===== src/rtl/uart_pkg.sv =====
// Shared definitions for the UART receive/transmit pair: state encoding,
// status bit positions, oversampling ratio and I/O port addresses.
package uart_pkg;

    localparam int OVERSAMPLE = 16;

    localparam logic [7:0] ADDR_DATA = 8'hE8;
    localparam logic [7:0] ADDR_CTRL = 8'hE9;

    localparam int STAT_RDY  = 0;
    localparam int STAT_OVR  = 1;
    localparam int STAT_FERR = 2;

    localparam logic [2:0] S_IDLE      = 3'd0;
    localparam logic [2:0] S_START     = 3'd1;
    localparam logic [2:0] S_DATA      = 3'd2;
    localparam logic [2:0] S_STOP      = 3'd3;
    localparam logic [2:0] S_WAIT_HIGH = 3'd4;

    typedef enum logic [2:0] {
        IDLE      = S_IDLE,
        START     = S_START,
        DATA      = S_DATA,
        STOP      = S_STOP,
        WAIT_HIGH = S_WAIT_HIGH
    } rx_state_e;

    // Rounded clocks-per-oversample-tick divider.
    function automatic int baud_div(input int clk_hz, input int baud);
        return (clk_hz + (baud * OVERSAMPLE) / 2) / (baud * OVERSAMPLE);
    endfunction

endpackage


===== src/rtl/uart_rx_fifo.sv =====
// First-word-fall-through receive buffer; head reads 0xFF while empty.
// A push into a full buffer is accepted only when a pop frees a slot in the same cycle.
module uart_rx_fifo #(
    parameter int DEPTH = 4,
    parameter int W     = 8
) (
    input  logic                   clk_i,
    input  logic                   rst_n_i,
    input  logic                   push_i,
    input  logic [W-1:0]           wdata_i,
    input  logic                   pop_i,
    output logic [W-1:0]           head_o,
    output logic                   full_o,
    output logic                   empty_o,
    output logic [$clog2(DEPTH):0] count_o
);

    localparam int AW = $clog2(DEPTH);
    localparam logic [AW:0] FULL_CNT = (AW + 1)'(DEPTH);

    logic [W-1:0]  mem_q [DEPTH];
    logic [AW-1:0] wr_ptr_q;
    logic [AW-1:0] rd_ptr_q;
    logic [AW:0]   count_q;
    logic          do_push;
    logic          do_pop;

    assign empty_o = (count_q == '0);
    assign full_o  = (count_q == FULL_CNT);
    assign count_o = count_q;
    assign do_pop  = pop_i && !empty_o;
    assign do_push = push_i && (!full_o || do_pop);

    always_ff @(posedge clk_i or negedge rst_n_i) begin
        if (!rst_n_i) begin
            wr_ptr_q <= '0;
            rd_ptr_q <= '0;
            count_q  <= '0;
        end else begin
            if (do_push) wr_ptr_q <= wr_ptr_q + 1'b1;
            if (do_pop)  rd_ptr_q <= rd_ptr_q + 1'b1;
            case ({do_push, do_pop})
                2'b10:   count_q <= count_q + 1'b1;
                2'b01:   count_q <= count_q - 1'b1;
                default: count_q <= count_q;
            endcase
        end
    end

    always_ff @(posedge clk_i) begin
        if (do_push) mem_q[wr_ptr_q] <= wdata_i;
    end

    assign head_o = empty_o ? '1 : mem_q[rd_ptr_q];

endmodule


===== src/rtl/uart_rx.sv =====
// 8N1 UART receiver with 16x oversampling, sticky error flags and a small FWFT buffer.
// dbg_state exposes the receive FSM state for observation.
module uart_rx
    import uart_pkg::*;
#(
    parameter int CLK_HZ     = 50000000,
    parameter int BAUD       = 115200,
    parameter int FIFO_DEPTH = 4
) (
    input  logic       clk,
    input  logic       rst,
    input  logic       rx,
    input  logic       rd_pop,
    input  logic       stat_rd,
    output logic [7:0] dout,
    output logic [7:0] status,
    output logic       rdy,
    output logic       ovr,
    output logic       ferr,
    output logic [2:0] dbg_state
);

    localparam int DIV = baud_div(CLK_HZ, BAUD);
    localparam int DW  = $clog2(DIV + 1);
    localparam logic [DW-1:0] DIV_LAST = DW'(DIV - 1);

    rx_state_e     state_q, state_d;
    logic          rx_meta_q, rx_sync_q;
    logic [DW-1:0] div_q, div_d;
    logic [3:0]    tcnt_q, tcnt_d;
    logic [2:0]    bit_idx_q, bit_idx_d;
    logic [7:0]    shift_q, shift_d;
    logic          ovr_q, ovr_d;
    logic          ferr_q, ferr_d;
    logic          tick;
    logic          push;
    logic          ferr_set;
    logic          ovr_set;
    logic          pop_ok;
    logic          fifo_full;
    logic          fifo_empty;
    logic [$clog2(FIFO_DEPTH):0] fifo_count;

    always_ff @(posedge clk or negedge rst) begin
        if (!rst) begin
            rx_meta_q <= 1'b1;
            rx_sync_q <= 1'b1;
            state_q   <= IDLE;
            div_q     <= '0;
            tcnt_q    <= '0;
            bit_idx_q <= '0;
            shift_q   <= '0;
            ovr_q     <= 1'b0;
            ferr_q    <= 1'b0;
        end else begin
            rx_meta_q <= rx;
            rx_sync_q <= rx_meta_q;
            state_q   <= state_d;
            div_q     <= div_d;
            tcnt_q    <= tcnt_d;
            bit_idx_q <= bit_idx_d;
            shift_q   <= shift_d;
            ovr_q     <= ovr_d;
            ferr_q    <= ferr_d;
        end
    end

    // Divider is parked at zero in IDLE so tick phase is locked to the start edge.
    assign tick = (state_q != IDLE) && (div_q == DIV_LAST);

    always_comb begin
        state_d   = state_q;
        div_d     = (state_q == IDLE || tick) ? '0 : div_q + 1'b1;
        tcnt_d    = tcnt_q;
        bit_idx_d = bit_idx_q;
        shift_d   = shift_q;
        push      = 1'b0;
        ferr_set  = 1'b0;
        case (state_q)
            IDLE: begin
                tcnt_d = '0;
                if (!rx_sync_q) state_d = START;
            end
            START: begin
                if (tick) begin
                    tcnt_d = tcnt_q + 1'b1;
                    if (tcnt_q == 4'd7) begin
                        tcnt_d = '0;
                        if (rx_sync_q) begin
                            state_d = IDLE;
                        end else begin
                            state_d   = DATA;
                            bit_idx_d = '0;
                        end
                    end
                end
            end
            DATA: begin
                if (tick) begin
                    tcnt_d = tcnt_q + 1'b1;
                    if (tcnt_q == 4'd15) begin
                        shift_d   = {rx_sync_q, shift_q[7:1]};
                        bit_idx_d = bit_idx_q + 1'b1;
                        if (bit_idx_q == 3'd7) state_d = STOP;
                    end
                end
            end
            STOP: begin
                if (tick) begin
                    tcnt_d = tcnt_q + 1'b1;
                    if (tcnt_q == 4'd15) begin
                        if (rx_sync_q) begin
                            push    = 1'b1;
                            state_d = IDLE;
                        end else begin
                            ferr_set = 1'b1;
                            state_d  = WAIT_HIGH;
                        end
                    end
                end
            end
            WAIT_HIGH: begin
                if (rx_sync_q) state_d = IDLE;
            end
            default: state_d = IDLE;
        endcase
    end

    assign pop_ok  = rd_pop && (fifo_count != '0);
    assign ovr_set = push && fifo_full && !pop_ok;

    // A set event in the same cycle as a status read wins.
    always_comb begin
        ovr_d  = ovr_set  || (ovr_q  && !stat_rd);
        ferr_d = ferr_set || (ferr_q && !stat_rd);
    end

    uart_rx_fifo #(
        .DEPTH (FIFO_DEPTH),
        .W     (8)
    ) u_fifo (
        .clk_i   (clk),
        .rst_n_i (rst),
        .push_i  (push),
        .wdata_i (shift_q),
        .pop_i   (rd_pop),
        .head_o  (dout),
        .full_o  (fifo_full),
        .empty_o (fifo_empty),
        .count_o (fifo_count)
    );

    assign rdy       = !fifo_empty;
    assign ovr       = ovr_q;
    assign ferr      = ferr_q;
    assign dbg_state = state_q;

    always_comb begin
        status            = 8'h00;
        status[STAT_RDY]  = rdy;
        status[STAT_OVR]  = ovr_q;
        status[STAT_FERR] = ferr_q;
    end

endmodule

===== config.mk =====
export PLATFORM = sky130hd
export DESIGN_NAME = uart_rx
export DESIGN_NICKNAME = d
export VERILOG_FILES = /design/src/rtl/uart_pkg.sv /design/src/rtl/uart_rx_fifo.sv /design/src/rtl/uart_rx.sv
export SDC_FILE = /design/constraint.sdc
export NUM_CORES = 1
export LEC_CHECK = 0
export CAP_MARGIN = 20
export CORE_AREA = 2 2 78 80
export DETAILED_ROUTE_END_ITERATION = 6
export DIE_AREA = 0 0 80 82
export GPL_ROUTABILITY_DRIVEN = 0
export PLACE_DENSITY = 0.74
export SLEW_MARGIN = 10
export SYNTH_ARGS = -nofsm -noshare
export SYNTH_HDL_FRONTEND = slang
export SYNTH_HIERARCHICAL = 1
export SYNTH_SLANG_ARGS = --single-unit

===== constraint.sdc =====
create_clock -name clk -period 4.4 [get_ports clk]
set_input_delay 1.32 -clock clk [delete_from_list [all_inputs] [get_ports clk]]
set_output_delay 1.32 -clock clk [all_outputs]
set_load 0.02 [all_outputs]

**Word level (Yosys, flattened, before mapping)**

Memories as Yosys holds them, arrays and structs flattened.
Cells that the tools add are included.
W data, S select, Z words.

- Output and inout bits: 22
- Input bits: 5
- Memory bits (writable): 32
- Flip-flop bits (word level): 34
- Memories: 1
- Logic and storage cells: 105

- $add $sub $neg: 7
- Multiplexer cells: 35
- Reductions and logical operators: 28
- Eq/ne operators: 22

Memory list:

| name | depth | bits a word | rd ports | clocked after memory_dff | write ports | line | RTL |
|---|---|---|---|---|---|---|---|
| u_fifo.mem_q | 4 | 8 | 1 | 0 | 1 | uart_rx_fifo.sv:21 | `logic [W-1:0] mem_q [DEPTH];` |

Operator list:

| operator | number |
|---|---|
| $mux W3 | 15 |
| $ne A2 B2 Y1 const B | 10 |
| $pmux W3 S5 | 1 |
| $mux W4 | 3 |
| $pmux W3 S2 | 2 |
| $pmux W4 S3 | 1 |
| $mux W1 | 10 |
| $eq A3 B3 Y1 const B | 3 |
| $reduce_and A9 Y1 | 1 |
| $reduce_bool A3 Y1 | 3 |
| $logic_and A1 B1 Y1 | 8 |
| $mux W8 | 1 |
| $add A3 B1 Y3 const B | 2 |
| $eq A3 B2 Y1 const B | 2 |
| $logic_not A3 Y1 | 2 |
| $reduce_and A3 Y1 | 2 |
| $reduce_and A6 Y1 | 1 |
| $add A5 B1 Y5 const B | 1 |
| $eq A5 B5 Y1 const B | 1 |
| $mux W5 | 1 |
| $add A2 B1 Y2 const B | 2 |
| $add A4 B1 Y4 const B | 1 |
| $eq A4 B3 Y1 const B | 1 |
| $eq A4 B4 Y1 const B | 1 |
| other kinds (10) | 17 |

**Depth between registers and ports, before layout**

Gate-level depths: netlist of run 1.

- Depth after elaboration: 7
- Gate-level depth with buffers: 13
- Gate-level depth less buffers: 13

**Modules after synthesis**

Netlist of run 1, hierarchy kept.

By module, submodules not included:

| module | times used | area an instance (µm²) | seq. area each (µm²) | cells an instance |
|---|---|---|---|---|
| uart_rx_fifo | 1 | 1,644.1 | 1,136.1 | 89 |
| uart_rx | 1 | 1,385.1 | 678.2 | 118 |

**Worst setup path before layout of run 1**

OpenSTA, ideal clock, no wires.

- Path kind: reg2out
- Start: register u_fifo.count_q[0] (netlist: u_fifo/count_o[0])
- End: output port status[0]
- Slack: 1.747 ns
- Buffers on the path: 1
- Data arrival time: 1.333 ns
- Cell stages (with the launch flop): 5
- Required time: 3.080 ns
- Path through: dfrtp_1 -> or3_2 -> inv_1 -> inv_1 -> buf_4

- Word-level cells in the longest chain between the ends: 2

RTL lines:

| element | line | RTL |
|---|---|---|
| from (decl) | uart_rx_fifo.sv:24 | `logic [AW:0] count_q;` |
| from (signal assigned) | uart_rx_fifo.sv:43 | `2'b10: count_q <= count_q + 1'b1;` |
| from (signal assigned) | uart_rx_fifo.sv:44 | `2'b01: count_q <= count_q - 1'b1;` |
| from (signal assigned) | uart_rx_fifo.sv:45 | `default: count_q <= count_q;` |
| $logic_not A3 Y1 | uart_rx_fifo.sv:28 | `assign empty_o = (count_q == '0);` |
| named net fifo_empty | uart_rx.sv:41 | `logic fifo_empty;` |
| $logic_not A1 Y1 | uart_rx.sv:153 | `assign rdy = !fifo_empty;` |
| to (decl) | uart_rx.sv:16 | `output logic [7:0] status,` |

The timed path passes the listed nets, and every way through them passes these cells.

**Worst setup path after layout of run 1**

- Start: register u_fifo.rd_ptr_q[0]
- End: output port dout[2]

- Word-level cells in the longest chain between the ends: 2

RTL lines:

| element | line | RTL |
|---|---|---|
| from (decl) | uart_rx_fifo.sv:23 | `logic [AW-1:0] rd_ptr_q;` |
| from (signal assigned) | uart_rx_fifo.sv:41 | `if (do_pop) rd_ptr_q <= rd_ptr_q + 1'b1;` |
| $mem_v2 Z4 W8 | - |  |
| $mux W8 | uart_rx_fifo.sv:54 | `assign head_o = empty_o ? '1 : mem_q[rd_ptr_q];` |
| to (decl) | uart_rx.sv:15 | `output logic [7:0] dout,` |

Every way passes these cells.

==> results.json, run 1 <==
{
  "port_buffers": 21,
  "vias": 1641,
  "status": "finished clean",
  "layout-drive-gt1-share_pct": 23.0,
  "post-route-period-util_pct": 85.0,
  "cp_data_arrival_time_ns": 2.42,
  "finalSetupViolations": 0,
  "synth_warnings": 6,
  "synth_seq_cells": 66,
  "hold-path-cell-count": 0,
  "synth_flop_cell": "edfxtp_1",
  "yosysUniqueCellTypes": 52,
  "postSynthCellCount": 207,
  "netlist_area_sq_um": 3030,
  "period_needed_ns": 3.74,
  "routedWlPerCell_um": 14.4,
  "power.switching_uw": 398,
  "tightest_slew_ns": 0.703,
  "rrSetupSlack_ns": 1.76,
  "die_x_um": 80,
  "use_met3_pct": 4.95,
  "final_core_util_pct": 60.0,
  "start_util_pct": 52.7,
  "slew_headroom_pct": 52.7,
  "drt_iter0_markers": 125,
  "rsz0062_at_grt": "no",
  "drt_drc_violations_left": 0,
  "grt_overflow_total": 0,
  "drv_slew": 0,
  "syn_avg_cell_area_sq_um": 14.6,
  "critPathKind": "register to primary output",
  "p_leak_nw": 1.52,
  "cts_buffer_depth": 2,
  "drt_pass1_iterations": 4,
  "intPower_mw": 1.08,
  "post_cts_resized": 0,
  "cp_max_fo": 10,
  "io_pins": 27,
  "dpl.hpwl_um": 3050,
  "htreeDepth": 3,
  "finClkSkew_ns": 0.00757,
  "finalNetCount": 246,
  "p_per_area_nw_per_um2": 427,
  "drv_cap": 0,
  "grt_max_degree": 35,
  "clk_latency_ns": 0.33,
  "setup.worst_path.end_class": "primary output",
  "p_seq_share_pct": 49.4,
  "fmax_mhz": 267,
  "area_growth_syn_to_layout_pct": 13.8,
  "antenna_left": 0,
  "critPathRequiredTime_ns": 3.08,
  "viasPerCell": 5.29,
  "hold_viol_final": 0,
  "fp-row-count": 28,
  "hp-start": "rx_meta_q",
  "drt_wl_total_um": 4480,
  "r2r_cells": 13,
  "ctsHoldBuffers": 0,
  "grt_pass1_vias": 1554,
  "root_buffer": "clkbuf_8",
  "synthArstFlopShare_pct": 51.5,
  "r2r-start": "div_q[0]",
  "fin_ws_ns": 0.661,
  "min_to": "rx_sync_q",
  "cts_buffers": 9,
  "grt.total_usage_pct": 15.7,
  "final.setup.tns_ns": 0,
  "busiest_layer": "met2",
  "p_comb_share_pct": 18.7,
  "dieArea_sq_um": 6560,
  "antenna_found_initial": 0,
  "post-cts-setup-buffers": 0,
  "clk_pin_slew_ns": 0.07,
  "cp-start-kind": "register",
  "fp.dieH_um": 82,
  "cts_tree": "done",
  "use_met1_pct": 20.6,
  "grt_first_pass_wirelength_um": 7510,
  "ir_drop_mv": 0.231,
  "ys_seq_area_share_pct": 59.9,
  "clock_power_share_pct": 31.9,
  "use_met2_pct": 24.2,
  "num-fill-cells": 460,
  "antenna_cells": 0,
  "r2r-end": "u_fifo/count_o[2]",
  "coreArea_sq_um": 5750,
  "hp-class": "register to register",
  "p_sw_share_pct": 27.0,
  "pre_cts_ws_ns": 0.979,
  "crit_path_start": "u_fifo/rd_ptr_q[0]",
  "clock_sinks": 66,
  "synth_edf_count": 32
}
state kept, by name, summed over array words and instances, names as in the netlist:
signal,count
ovr,1
rx_meta_q,1
rx_sync_q,1
u_fifo/count_o,3
u_fifo/rd_ptr_q,2
bit_idx_q,3
ferr,1
u_fifo/mem_q,32
dbg_state,3
tcnt_q,4
u_fifo/wr_ptr_q,2
div_q,5
shift_q,8
final cells by class:
type	instances	area, sq um	area share (%)
Timing Repair Buffer	22	218	6.32
Tap cell	75	93.8	2.72
Multi-Input combinational cell	116	1080	31.3
Inverter	15	56.3	1.63
Clock inverter	6	57.6	1.67
Clock buffer	10	128	3.70
Sequential cell	66	1810	52.7
power by group through the flow:
stage                     Combinational, mW  Sequential [mW]  Clock [mW]
after floorplan                       0.229            0.696           0
after detailed placement              0.277            0.741           0
after CTS                             0.279            0.729       0.484
after global placement                0.273            0.740           0
final                                 0.275            0.728       0.470
after global routing                  0.297            0.736       0.508
synthesized netlist by cell type, drive strengths merged, types with 2 or more instances:
cell type,count,share of area [%]
edfxtp,32,32
ha,10,4.1
o211ai,4,0.99
xnor2,5,1.4
mux2i,2,0.66
inv,15,1.9
nor2,8,0.99
and2,5,1.2
nand3b,2,0.50
dfstp,2,1.7
mux2,11,5.1
or2,10,2.1
clkbuf,2,0.25
or4,2,0.62
nand3,6,0.99
a22o,2,0.58
and3,2,0.41
nand2,5,0.62
mux4,8,5.9
buf,12,2.9
xor2,5,1.4
a21oi,2,0.33
dfrtp,32,26
per-stage QoR:
stage	power, mW	area [sq um]	hold slack (ns)	instances
after floorplan	0.925	3040	0.345	211
after global placement	1.01	3260	0.346	294
after detailed placement	1.02	3260	0.350	294
after CTS	1.49	3450	0.360	310
after global routing	1.54	3450	0.362	310
final	1.47	3450	0.358	310
how the worst max path moves through the flow:
stage	slack [ns]	depth (start not counted)	end
after floorplan	1.75	4	status[0]
after global placement	1.0	3	dout[2]
after detailed placement	0.98	3	dout[2]
after CTS	0.61	3	dout[2]
after global routing	0.52	3	dout[2]
final	0.66	3	dout[2]
cells in the final DEF (no fill, tap or decap), types with 3 or more instances in the layout:
cell type / instances
nand3_1: 6
dfrtp_1: 32
edfxtp_1: 32
nor2_1: 8
nand2_1: 5
conb_1: 5
mux2_2: 3
mux2_4: 8
clkdlybuf4s50_1: 21
xor2_1: 5
or2_2: 10
inv_1: 15
mux4_2: 8
ha_1: 10
and2_2: 4
xnor2_1: 5
o211ai_1: 4
clkbuf_8: 9
cell families after synthesis:
kind of cell               synth area share (%)
adders and majority gates                  4.79
AOI/OAI and AO/OA                          4.75
buffers and inverters                      5.00
muxes                                      11.7
xor gates and xnor gates                   2.89
other                                     0.124
DFF                                        59.9
and+or+nand+nor                            10.9
routing by layer:
layer  wire [um]  vias up  part of all wire [%]
li1            -      789                     -
met1        2120      813                    47
met2        2150       31                    48
met3         149        8                   3.3
met4          62        0                   1.4
met5           0        -                     0
critical path, cell delays in order, from the launching register on:
cell and delay, ns:
dfrtp_1 0.70, mux4_2 0.56, or2_2 0.28, clkdlybuf4s50_1 0.55
No activity file was read; power rests on OpenSTA's default activity.
==> inputs of run 2 (changes only) <==
CORE_AREA = 2 2 81 83   (was 2 2 78 80)
DIE_AREA = 0 0 83 85   (was 0 0 80 82)
PLACE_DENSITY = 0.72   (was 0.74)
clock period = 3.1 ns   (was 4.4 ns; I/O delays follow)
==> run 2 against run 1 <==
Design area up 2.7%. Non-clock buffer count up 2. Highest routed layer unchanged. Clock skew up 0.0056 ns. Sequential power up 39%. Setup slack worse by 0.46 ns. Core utilization down 2.9 points. Total power up 57%. First-iteration DRC count down 40%. Largest power group unchanged. Hold slack worse by 0.00088 ns. Cell count up 1.3%. Die area up 7.5%.
==> results.json, run 2 (synthesis results as in run 1) <==
{
  "clk_pin_slew_ns": 0.07,
  "use_met3_pct": 5.45,
  "drt_iter0_markers": 75,
  "grt_pass1_vias": 1689,
  "post-cts-setup-buffers": 0,
  "dpl.hpwl_um": 3150,
  "p_leak_nw": 1.60,
  "antenna_left": 0,
  "crit_family": "multiplexers",
  "crit_path_start": "u_fifo/rd_ptr_q[0]",
  "grt_first_pass_wirelength_um": 8250,
  "reg.largest.list": "u_fifo/mem_q: 32 flops, shift_q: 8 flops, div_q: 5 flops",
  "ctsHoldBuffers": 0,
  "top_register": "u_fifo/mem_q",
  "finalPower_mw": 2.32,
  "vias": 1646,
  "cp-start-kind": "register",
  "viasPerCell": 5.24,
  "cp_cell_sequence": "buf_12, mux4_2, or2_2, dlygate4sd2_1",
  "setup.worst_path.end_class": "primary output",
  "critPathKind": "register to primary output",
  "drt_pass1_iterations": 4,
  "antenna_found_initial": 0,
  "p_per_area_nw_per_um2": 654,
  "busiest_layer": "met2",
  "tightest_slew_ns": 0.689,
  "port_buffers": 21,
  "slew_headroom_pct": 53.6,
  "use_met2_pct": 25.6,
  "finClkSkew_ns": 0.0131,
  "finalSetupViolations": 0,
  "r2r-start": "div_q[0]",
  "final_core_util_pct": 57.0,
  "hp-class": "register to register",
  "routedWlPerCell_um": 15.1,
  "dieArea_sq_um": 7060,
  "grt.total_usage_pct": 15.3,
  "fmax_mhz": 344,
  "pre_cts_ws_ns": 0.255,
  "grt_max_degree": 35,
  "hold_viol_final": 0,
  "largest_register_ffs": 32,
  "use_met1_pct": 18.3,
  "timing.hold.ws_ns": 0.357,
  "clk_latency_ns": 0.35,
  "ir_drop_mv": 0.418,
  "grt_overflow_total": 0,
  "hp-start": "rx_meta_q",
  "cts_tree": "done",
  "cts_buffer_depth": 2,
  "fin_ws_ns": 0.197,
  "io_pins": 27,
  "fp-row-count": 29,
  "antenna_cells": 0,
  "cp_max_fo": 7,
  "clock_sinks": 66,
  "die_x_um": 83,
  "fin_area_sq_um": 3540,
  "cpPeakStageDelay_ns": 0.49,
  "drt_drc_violations_left": 0,
  "crit_buf_inv": 2,
  "drv_cap": 0,
  "drv_slew": 0,
  "dpl.cell_count": 298,
  "final_cell_mix": "dfrtp_1, edfxtp_1, inv_1, clkdlybuf4s50_1",
  "status": "finished clean",
  "finalNetCount": 248,
  "place_area_sq_um": 3290,
  "area_growth_syn_to_layout_pct": 16.8,
  "fp.dieH_um": 85,
  "final.setup.tns_ns": 0,
  "cts_buffers": 9,
  "root_buffer": "clkbuf_8",
  "layoutNonFillerInstCount": 314,
  "start_util_pct": 48.8,
  "critPathRequiredTime_ns": 2.17,
  "period_needed_ns": 2.90,
  "layout-drive-gt1-share_pct": 25.3,
  "cp_slowest_cell": "mux4_2",
  "post-route-period-util_pct": 93.6,
  "coreArea_sq_um": 6200,
  "rsz0062_at_grt": "no",
  "htreeDepth": 3,
  "cp_data_arrival_time_ns": 1.97,
  "drt_wl_total_um": 4740
}
[run 2: changes by cell type in the layout (fill, tap and decap cells not counted), sizes merged, moves of 2 or more]
cell           delta
dlygate4sd2       +8
buf               +2
dlymetal6s2s      +2
clkdlybuf4s50    -10
bufinv            +2
[run 2: what timing repair did]
item,4_1_cts,5_1_grt
endpoints found under the hold margin,0,0
endpoints found under the setup margin,8,2
gates resized for setup,9,2
pin swaps,0,0
[run 2: power by group]
| group | total, mW | leakage, nW | internal [mW] | switching [mW] |
|---|---|---|---|---|
| clock network | 0.877 | 0.124 | 0.541 | 0.336 |
| registers | 1.01 | 0.799 | 0.950 | 0.0582 |
| logic | 0.431 | 0.679 | 0.216 | 0.215 |
[run 2: layer usage]
metal	up-vias	share of wire (%)
li1	792	-
met1	820	46
met2	28	49
met3	6	3.9
met4	0	1.4
met5	-	0
[run 2: layout make-up]
cell class / count / area (sq um)
Inverter: 15 / 60.1
Sequential cell: 66 / 1810
Clock inverter: 7 / 125
Timing Repair Buffer: 24 / 240
Clock buffer: 9 / 124
Fill cell: 496 / 2670
Tap cell: 77 / 96.3
Multi-Input combinational cell: 116 / 1080
[run 2: final timing paths]
path                                endpoint  slack (ns)  depth (start not counted)
setup / recovery                     dout[4]        0.20                          4
hold / removal                     rx_sync_q        0.36                          0
setup reg to reg           u_fifo/count_o[2]        0.48                         13
hold reg to reg                    rx_sync_q        0.36                          0
max in group asynchronous          rx_sync_q        1.77                          2
min in group asynchronous         shift_q[5]        0.99                          2
==> edit 1: new RTL, settings of run 2 <==
Compare `tcnt_q` against `4'd7` with >= in place of ==.
--- a/src/rtl/uart_rx.sv
+++ b/src/rtl/uart_rx.sv
@@ -85,5 +85,5 @@
                 if (tick) begin
                     tcnt_d = tcnt_q + 1'b1;
-                    if (tcnt_q == 4'd7) begin
+                    if (tcnt_q >= 4'd7) begin
                         tcnt_d = '0;
                         if (rx_sync_q) begin
Formal check against the unedited RTL: same outputs for any inputs over 10 cycles, from zero or initial values and one cycle with rst low; that may be too few to reach the edited logic, so the function may still have changed.
==> edit 1 against run 2 <==
Via count rose by 3.9%. Final area barely moved. Sequential cell count did not move. Synthesized area rose by 0.17%. Final cell count rose by 4.5%. Highest routed layer unchanged. Maximum frequency fell by 2.8%. Setup slack got worse by 0.082 ns. Sequential power barely moved. Wire length rose by 3.1%. Power fell by 1.9%.
==> edit 1: results (changes against run 2) <==
metric	value	unit	change
clock sinks	66		unchanged
pre-CTS setup slack	0.237	ns	was 0.255 ns
Setup crit end	status[0]		was dout[4]
status	complete, no violations		unchanged
HP Start	rx_meta_q$_DFF_PN1_		unchanged
GR Util All Layers	16.0	%	was 15.3%
Vias/cell	5.22		was 5.24
register area share after synthesis	59.8	%	was 59.9%
clk_lat worst skew	0.33	ns	was 0.35 ns
post-DR wirelength/cell	14.9	um	was 15.1 um
final cycle utilization of the critical path	96.3	%	was 93.6%
r2r startpoint	tcnt_q[0]$_DFFE_PN0P_		was div_q[0]$_DFF_PN0_
leakage power	0.00162	uW	was 0.00160 uW
R2R setup slack	0.61	ns	was 0.48 ns
share of cells above drive strength 1	24.3	%	was 25.3%
Avg Cell Area, Syn	14.0	um^2	was 14.6 um^2
# diodes	0		unchanged
portion of netlist area occupied by mux cells	10.8	%	was 11.7%
Layout area overhead	16.7	%	was 16.8%
Peak VDD IR	0.384	mV	was 0.418 mV
first-pass GRT wire length	8.58	mm	was 8.25 mm
Final nets	262		was 248
Post-synth EDFFs	32		unchanged
Synth Area in Compound Gates	5.77	%	was 4.75%
hold slack final	0.353	ns	was 0.357 ns
dpl cell area	3300	um^2	was 3290 um^2
Worst Skew	0.00629	ns	was 0.0131 ns
vias in the first global route	1762		was 1689
Arrival @ worst endpoint	2.06	ns	was 1.97 ns
FFs w/ async S/R, synth	51.5	%	unchanged
fillers	498		was 496
HPWL after detailed placement	3.30	mm	was 3.15 mm
post-synth cell types	49		was 52
Adder-Cell Fraction of Synth Area	4.78	%	was 4.79%
DP Cell Count	310		was 298
Worst-Margin Slew	0.640	ns	was 0.689 ns
Synth area leaders	edfxtp_1 32%, dfrtp_1 26%, mux4_2 5.9%		unchanged
Post-Layout Cell Count	328		was 314
initial drt markers	76		was 75
crit path from	u_fifo/count_o[0]$_DFFE_PN0P_		was u_fifo/rd_ptr_q[0]$_DFFE_PN0P_
most common library cells after synthesis	32 x dfrtp_1, 32 x edfxtp_1, 13 x inv_1		was 32 x dfrtp_1, 32 x edfxtp_1, 15 x inv_1
Register-to-Register Path Depth	12		was 13
Worst Hold Class	flip-flop to flip-flop		unchanged
XOR/XNOR share of the synthesized area	2.89	%	about the same
==> edit 1: cell types whose count changed in the layout (fill, tap and decap cells not counted), sizes merged, moves of 3 or more <==
cell	before	now
inv	15	12
nor2	8	12
o211ai	4	0
o31ai	1	4
a21oi	2	6
nand2	5	9
buf	3	7
==> edit 1: layer usage <==
layer / track usage [%] / wire (um) / share of wire (%) / vias to the layer above
li1: - / - / - / 820
met1: 19.8 / 2140 / 44 / 850
met2: 26.3 / 2530 / 52 / 36
met3: 5.25 / 172 / 3.5 / 5
met4: 5.96 / 49 / 1.0 / 0
met5: 0 / 0 / 0 / -
==> edit 1: cells by family (layout without fill, tap and decap cells) <==
logic type | after synthesis | after routing
flip-flops | 66 | 66
AND/OR/NAND/NOR | 57 | 57
buffers and inverters | 27 | 57
AO/OA/AOI/OAI | 24 | 24
multiplexers | 21 | 21
adder cells (fa/ha/maj) | 11 | 11
XOR/XNOR | 10 | 10
other | 1 | 5
==> edit 1: area by class of cell <==
cell class	count	area share, %
clock buffer	11	3.71
tap	77	2.72
clock inverter	5	2.90
inverter	13	1.48
timing repair buffer	28	7.14
sequential	66	51.3
multi-input combinational	128	30.8
==> edit 1: power by group <==
group / total, uW / internal (uW) / switching (uW)
clock network: 832 / 533 / 299
logic: 433 / 213 / 220
registers: 1010 / 950 / 57.1
==> edit 1: critical path, cell delays in order (launching register included) <==
cell             delay (ns)
dfrtp_1                0.42
or3_2                  0.54
clkinvlp_4             0.16
inv_1                  0.07
clkdlybuf4s50_1        0.53
==> edit 1: what timing repair did <==
action / CTS / global route
setup endpoints to repair: 10 / 2
hold endpoints to repair: 0 / 0
setup buffers: 0 / 2
gates resized for setup: 9 / 0
==> edit 2: new RTL, config.mk and constraints of run 2 <==
Made on the original files. `CLK_HZ`: 50000000 -> 12500000.
--- a/src/rtl/uart_rx.sv
+++ b/src/rtl/uart_rx.sv
@@ -4,5 +4,5 @@
     import uart_pkg::*;
 #(
-    parameter int CLK_HZ     = 50000000,
+    parameter int CLK_HZ     = 12500000,
     parameter int BAUD       = 115200,
     parameter int FIFO_DEPTH = 4
Behaviour: same outputs for any inputs over 10 cycles, from zero or initial values and one cycle with rst low; that may be too few to reach the edited logic, so the function may still have changed.
==> edit 2 against run 2 <==
Final area shrank 6.4%. Register-to-register slack lost 0.10 ns. Power shrank 9.9%. Synthesized area shrank 5.2%. Sequential cell count shrank 2. Clock power shrank 21%. Wire length shrank 7.3%. Maximum frequency is essentially flat. Setup slack gained 0.0023 ns. Clock skew shrank 0.0061 ns.
==> edit 2: results (changes against run 2) <==
metric	value	unit	change
Setup crit end	dout[5]		was dout[4]
GR Util All Layers	14.1	%	was 15.3%
CP top delay family	buffers and inverters		was multiplexers
power per cell area	630	nW/um^2	was 654 nW/um^2
synth warn	6		unchanged
Post-Layout Cell Count	301		was 314
FFs w/ async S/R, synth	50.0	%	was 51.5%
hold endpoint	rx_sync_q$_DFF_PN1_		unchanged
Post-CTS Setup Bufs	0		unchanged
initial drt markers	77		was 75
status	complete, no violations		unchanged
hold slack final	0.360	ns	was 0.357 ns
Worst Skew	0.00703	ns	was 0.0131 ns
Peak VDD IR	0.309	mV	was 0.418 mV
met2 routed WL	2.20	mm	was 2.31 mm
first drt pass iteration count	7		was 4
crit path from	u_fifo/rd_ptr_q[0]$_DFFE_PN0P_		unchanged
Final nets	235		was 248
vias in the first global route	1583		was 1689
post-synth cell types	54		was 52
R2R setup slack	0.38	ns	was 0.48 ns
Final Worst Setup Slack	0.199	ns	was 0.197 ns
first-pass GRT wire length	7.58	mm	was 8.25 mm
GR Layer Usage met2	23.1	%	was 25.6%
largest net degree at the start of global routing	33		was 35
met1 usage	17.0	%	was 18.3%
detailed-route wire length	4.40	mm	was 4.74 mm
critical path peak fanout	6		was 7
GR Layer Usage met3	4.96	%	was 5.45%
HPWL after detailed placement	2.92	mm	was 3.15 mm
leakage power	0.00148	uW	was 0.00160 uW
top sig layer	met4		unchanged
r2r endpoint	u_fifo/count_o[2]$_DFFE_PN0P_		unchanged
DP Cell Count	285		was 298
most frequently used flop master after synthesis	edfxtp_1		unchanged
most common library cells after synthesis	32 x edfxtp_1, 30 x dfrtp_1, 15 x inv_1		was 32 x dfrtp_1, 32 x edfxtp_1, 15 x inv_1
Clk pin slew, worst setup/hold paths	0.07	ns	about the same
Top Registers	u_fifo/mem_q x32, shift_q x8, tcnt_q x4		was u_fifo/mem_q x32, shift_q x8, div_q x5
Vias/cell	5.13		was 5.24
Gate Count Post-Synth	194		was 207
Synth area leaders	edfxtp_1 33%, dfrtp_1 26%, mux4_2 6.3%		was edfxtp_1 32%, dfrtp_1 26%, mux4_2 5.9%
wl on met1	1.97	mm	was 2.18 mm
pre-CTS setup slack	0.251	ns	was 0.255 ns
share of cells above drive strength 1	26.3	%	was 25.3%
dpl cell area	3120	um^2	was 3290 um^2
WL met3	138	um	was 187 um
fillers	510		was 496
==> edit 2: cell count changes in the layout (fill, tap and decap cells not counted), moves of 3 or more <==
cell and change:
mux2_2 +6, mux2_4 -6, o211ai_1 -4, clkinv_4 -3, clkinvlp_4 +3
==> edit 2: where the power goes <==
part,internal (uW),switching (uW)
logic,201,214
clock network,370,324
registers,924,54.3
total,1490,592
==> edit 2: cell families after synthesis <==
group,share of synthesized area [%]
XOR/XNOR,2.14
adder cells (fa/ha/maj),5.05
AND/OR/NAND/NOR,8.93
multiplexers,11.2
other,0.131
flip-flops,61.4
AO/OA/AOI/OAI,5.45
buffers and inverters,5.66
==> edit 2: timing repair <==
action / CTS / global route
setup endpoints to repair: 8 / 2
endpoints found under the hold margin: 0 / 0
resized for setup: 9 / 2
==> edit 2: final cells by class <==
type	count	area share [%]
multi-input combinational	104	29.0
tap	77	2.91
sequential	64	53.3
clock buffer	9	3.74
clock inverter	7	2.15
timing repair buffer	25	7.11
inverter	15	1.81
